### src/rtl/dram_refresh_arbiter.sv
// CAS-before-RAS refresh scheduler and CPU/refresh arbiter for the Mackerel-30 DRAM.
// Every output is a flop loaded from the next-state decode, so strobes never glitch.
module dram_refresh_arbiter #(
  parameter int REFRESH_INTERVAL = 780,
  parameter int MAX_PENDING      = 4,
  parameter int CAS_SETUP        = 1,
  parameter int RAS_WIDTH        = 3,
  parameter int PRECHARGE        = 2
) (
  input  logic       CLK,
  input  logic       RST_n,
  input  logic       CS_n,
  input  logic       AS_n,
  output logic       CPU_GO,
  output logic       REF_ACTIVE,
  output logic       REF_RAS_n,
  output logic       REF_CAS_n,
  output logic [2:0] REF_PENDING,
  output logic       REF_OVERFLOW
);

  localparam int CNT_W   = (REFRESH_INTERVAL > 1) ? $clog2(REFRESH_INTERVAL) : 1;
  localparam int DUR_A   = (CAS_SETUP > RAS_WIDTH) ? CAS_SETUP : RAS_WIDTH;
  localparam int MAX_DUR = (DUR_A > PRECHARGE) ? DUR_A : PRECHARGE;
  localparam int TMR_W   = (MAX_DUR > 1) ? $clog2(MAX_DUR) : 1;

  localparam logic [CNT_W-1:0] CNT_LAST = CNT_W'(REFRESH_INTERVAL - 1);
  localparam logic [2:0]       PEND_MAX = 3'(MAX_PENDING);
  localparam logic [TMR_W-1:0] T_CAS    = TMR_W'(CAS_SETUP - 1);
  localparam logic [TMR_W-1:0] T_RAS    = TMR_W'(RAS_WIDTH - 1);
  localparam logic [TMR_W-1:0] T_PRE    = TMR_W'(PRECHARGE - 1);

  typedef enum logic [2:0] {
    IDLE,
    CPU,
    CPU_PRE,
    REF_CAS,
    REF_RAS,
    REF_PRE
  } state_t;

  state_t           state_q, state_d;
  logic [TMR_W-1:0] timer_q, timer_d;
  logic [CNT_W-1:0] cnt_q, cnt_d;
  logic [2:0]       pending_q, pending_d;
  logic             overflow_q, overflow_d;
  logic             cpu_go_q, cpu_go_d;
  logic             ref_active_q, ref_active_d;
  logic             ras_n_q, ras_n_d;
  logic             cas_n_q, cas_n_d;

  logic cpu_req;
  logic tick;
  logic timer_done;
  logic ras_exit;

  always_comb begin
    cpu_req    = !CS_n && !AS_n;
    tick       = (cnt_q == CNT_LAST);
    cnt_d      = tick ? '0 : cnt_q + CNT_W'(1);
    timer_done = (timer_q == '0);
    ras_exit   = (state_q == REF_RAS) && timer_done;

    state_d = state_q;
    timer_d = timer_done ? timer_q : timer_q - TMR_W'(1);

    // The timer is reloaded with (duration - 1) on every state entry.
    case (state_q)
      IDLE: begin
        if (pending_q == PEND_MAX) begin
          state_d = REF_CAS;
          timer_d = T_CAS;
        end else if (cpu_req) begin
          state_d = CPU;
          timer_d = '0;
        end else if (pending_q != 3'd0) begin
          state_d = REF_CAS;
          timer_d = T_CAS;
        end
      end
      CPU: begin
        if (!cpu_req) begin
          state_d = CPU_PRE;
          timer_d = T_PRE;
        end
      end
      CPU_PRE: begin
        if (timer_done) state_d = IDLE;
      end
      REF_CAS: begin
        if (timer_done) begin
          state_d = REF_RAS;
          timer_d = T_RAS;
        end
      end
      REF_RAS: begin
        if (timer_done) begin
          state_d = REF_PRE;
          timer_d = T_PRE;
        end
      end
      REF_PRE: begin
        if (timer_done) state_d = IDLE;
      end
      default: begin
        state_d = IDLE;
        timer_d = '0;
      end
    endcase

    // A tick and a completed refresh on the same edge cancel out.
    pending_d  = pending_q;
    overflow_d = overflow_q;
    if (tick && !ras_exit) begin
      if (pending_q == PEND_MAX) overflow_d = 1'b1;
      else                       pending_d  = pending_q + 3'd1;
    end else if (ras_exit && !tick) begin
      pending_d = pending_q - 3'd1;
    end

    cpu_go_d     = (state_d == CPU);
    ref_active_d = (state_d == REF_CAS) || (state_d == REF_RAS) || (state_d == REF_PRE);
    cas_n_d      = !((state_d == REF_CAS) || (state_d == REF_RAS));
    ras_n_d      = !(state_d == REF_RAS);
  end

  always_ff @(posedge CLK) begin
    if (!RST_n) begin
      state_q      <= IDLE;
      timer_q      <= '0;
      cnt_q        <= '0;
      pending_q    <= 3'd0;
      overflow_q   <= 1'b0;
      cpu_go_q     <= 1'b0;
      ref_active_q <= 1'b0;
      ras_n_q      <= 1'b1;
      cas_n_q      <= 1'b1;
    end else begin
      state_q      <= state_d;
      timer_q      <= timer_d;
      cnt_q        <= cnt_d;
      pending_q    <= pending_d;
      overflow_q   <= overflow_d;
      cpu_go_q     <= cpu_go_d;
      ref_active_q <= ref_active_d;
      ras_n_q      <= ras_n_d;
      cas_n_q      <= cas_n_d;
    end
  end

  assign CPU_GO       = cpu_go_q;
  assign REF_ACTIVE   = ref_active_q;
  assign REF_RAS_n    = ras_n_q;
  assign REF_CAS_n    = cas_n_q;
  assign REF_PENDING  = pending_q;
  assign REF_OVERFLOW = overflow_q;

endmodule

### config.mk
export PLATFORM = sky130hd
export DESIGN_NAME = dram_refresh_arbiter
export DESIGN_NICKNAME = d
export VERILOG_FILES = /design/src/rtl/dram_refresh_arbiter.sv
export SDC_FILE = /design/constraint.sdc
export NUM_CORES = 1
export LEC_CHECK = 0
export ABC_CLOCK_PERIOD_IN_PS = 3840
export CORE_MARGIN = 2
export CORE_UTILIZATION = 35
export CTS_BUF_LIST = sky130_fd_sc_hd__clkbuf_2 sky130_fd_sc_hd__clkbuf_4 sky130_fd_sc_hd__clkbuf_8
export CTS_CLUSTER_SIZE = 28
export DETAILED_ROUTE_END_ITERATION = 6
export GPL_TIMING_DRIVEN = 0
export MAX_ROUTING_LAYER = met4
export REMOVE_ABC_BUFFERS = 1
export SYNTH_ARGS = -nofsm -noshare
export SYNTH_HDL_FRONTEND = slang
export SYNTH_SLANG_ARGS = --single-unit
export TNS_END_PERCENT = 50
### constraint.sdc
create_clock -name CLK -period 3.84 [get_ports CLK]
set_clock_uncertainty 0.2 [all_clocks]
set_input_delay 1.152 -clock CLK [delete_from_list [all_inputs] [get_ports CLK]]
set_output_delay 1.152 -clock CLK [all_outputs]
set_load 0.02 [all_outputs]
==> flow_metrics.tcl <==
set metrics [dict create \
    start_kind "flip-flop" \
    drt_iter0_drc 52 \
    ys_seq_area_frac 0.387 \
    clock-sinks 23 \
    finalNetCount 158 \
    setup_viol 0 \
    postCtsHoldBufs 0 \
    crit_arrival_ns 1.54 \
    path_class "flip-flop to output port" \
    ir_drop_v 0.000185 \
    routed_wirelength_um 2410 \
    cts_tree "built" \
    clock.fmax_ghz 0.346 \
    synth_top_cells_by_count "dfxtp_1, nor2_1, nand2_1" \
    yosysMostFrequentCell "dfxtp_1" \
    worst_setup_path_end_kind "output port" \
    coreArea_sq_mm 0.00331 \
    drive_gt1_frac 0.0743 \
    drv_cap 0 \
    die_y_um 62.3 \
    cp.buffers_inverters 1 \
    synth_area_leaders "dfxtp_1, xor2_1, nor2_1" \
    final_hold_viol_count 0 \
    fp.dieW_um 62.3 \
    routed_via_density 5.11 \
    gp_congestion 0.764 \
    slew_viol_final 0 \
    dr.pass1.iters 4 \
    clock_latency_ns 0.33 \
    p_sw_frac 0.257 \
    grt_pass1_wl_um 4290 \
    switchingPower_w 0.000103 \
    numCtsBuffers 3 \
    area_delta_synth_final_pct 14.6 \
    diodes 0 \
    dieArea_sq_mm 0.00388 \
    relSlewSlack 0.669 \
    tns_ns 0 \
    p_int_w 0.000299 \
    yosysWarnings 0 \
    post-route-period-util 0.753 \
    grt-ovfl-total 0 \
    first_global_vias 975 \
    worstPathRequired_ns 2.49 \
    rows 21 \
    ctsResizeCount 0 \
    post-cts-setup-buffers 0 \
    grt_setup_unrepaired "false" \
    antenna_found_initial 0 \
    clock_path_buffers 2 \
    total_power_w 0.000402 \
    synthCells 138 \
    io_pins 12 \
    yosysTopAreaCell "dfxtp_1" \
    cts.clk_slew.worst_paths_ns 0.13 \
    seqPwrFrac 0.632 \
    synth-edff-count 0 \
    synth_flop_cell "dfxtp_1" \
    p_leak_nw 0.547 \
    cpMaxStageDelayCell "clkdlybuf4s50_1" \
    dp_hpwl_um 1710 \
    power.density_mw_per_mm2 295 \
    fin_crit_ns 2.89 \
    initial_core_util 0.359 \
    grt_start_max_net_pins 16 \
    holdCritPathClass "flip-flop to flip-flop" \
    n_fill_cell 349 \
    cp_max_fo 8 \
    io_buffer_count 11 \
    drc_errors 0 \
    num_vias 992 \
    synth_top_area_frac 0.387 \
    ant_nets 0 \
    root_buffer "clkbuf_4" \
    cts-htree-levels 1 \
    async_flop_share 0 \
    wire_per_inst_um 12.4 \
    crit_family "buffers and inverters" \
    grt_use_total 0.145 \
    cp_cell_sequence "clkdlybuf4s50_1" \
    syn_avg_cell_area_sq_um 8.62 \
    yosysUniqueCellTypes 37 \
    synth_seq_cells 23 \
    p_comb_frac 0.080 \
    cpPeakStageDelay_ns 0.67 \
    outcome "finished clean" \
    clock_power_share 0.288 \
    syn-cell-area_sq_mm 0.00119 \
    max_slew.worst_pin.slew_ns 0.495 \
]
-- registers in the layout, summed over array words and instances (netlist names) --
| name | flops |
|---|---|
| timer_q | 2 |
| REF_OVERFLOW | 1 |
| cnt_q | 10 |
| REF_CAS_n | 1 |
| REF_PENDING | 3 |
| REF_ACTIVE | 1 |
| CPU_GO | 1 |
| REF_RAS_n | 1 |
| state_q | 3 |
-- layout by cell type, fill, tap and decap left out, types with 3 or more instances in the layout --
cell type	netlist	routed
nor2_1	18	18
dfxtp_1	23	23
inv_1	5	5
nand2b_1	4	4
and3_1	6	6
o21ai_0	5	5
nor3_1	4	4
ha_1	4	4
clkbuf_4	0	3
nand2_1	11	11
a21oi_1	5	5
xor2_1	8	8
nand3_1	8	8
clkdlybuf4s50_1	0	11
-- power groups by stage --
stage	Sequential, W	Clock (W)	Combinational [W]
2_1_floorplan	0.000258	0	0.0000180
3_3_place_gp	0.000258	0	0.0000310
3_5_place_dp	0.000259	0	0.0000323
4_1_cts	0.000254	0.000121	0.0000323
5_1_grt	0.000255	0.000133	0.0000364
6_report	0.000254	0.000116	0.0000321
-- cells by family (layout without fill, tap and decap cells) --
logic type | count (synthesis) | after routing | share of synthesized area
buffers and inverters | 10 | 20 | 0.0337
AO/OA/AOI/OAI | 19 | 19 | 0.109
AND/OR/NAND/NOR | 71 | 71 | 0.338
adder cells (fa/ha/maj) | 5 | 5 | 0.0589
XOR/XNOR | 10 | 10 | 0.0736
flip-flops | 23 | 23 | 0.387
-- path summary, 6_finish.rpt --
kind / from / to / slack, ns / cells past startpoint
setup / recovery: REF_PENDING[0] / REF_PENDING[0] / 0.95 / 1
hold / removal: REF_OVERFLOW / REF_OVERFLOW / 0.28 / 1
setup reg to reg: timer_q[0] / REF_PENDING[2] / 1.44 / 9
hold reg to reg: REF_OVERFLOW / REF_OVERFLOW / 0.28 / 1
-- metal layers --
layer	GRT usage	vias to the layer above	part of all wire
met5	-	-	0
met4	0.0667	0	0.021
met3	0.0417	5	0.038
met2	0.243	16	0.49
met1	0.159	464	0.45
li1	-	507	-
-- through the flow --
| stage | utilization | std cells | setup slack (ns) | instance area, sq um | hold WS (ns) |
|---|---|---|---|---|---|
| floorplan | - | 133 | 1.69 | 1170 | 0.249 |
| global placement | 0.404 | 190 | 1.07 | 1340 | 0.250 |
| detailed placement | 0.404 | 190 | 1.08 | 1340 | 0.252 |
| CTS | 0.412 | 194 | 0.935 | 1360 | 0.281 |
| global route | 0.412 | 194 | 0.869 | 1360 | 0.320 |
| finish | 0.412 | 194 | 0.950 | 1360 | 0.278 |
-- cell type report --
class / instances / area, sq um / area share
Multi-Input combinational cell: 105 / 689 / 0.506
Sequential cell: 23 / 460 / 0.338
Timing Repair Buffer: 11 / 110 / 0.0807
Tap cell: 46 / 57.6 / 0.0422
Clock buffer: 3 / 22.5 / 0.0165
Inverter: 5 / 18.8 / 0.0138
Clock inverter: 1 / 5.00 / 0.00367
Note: power is estimated with default switching activity, not from simulation.
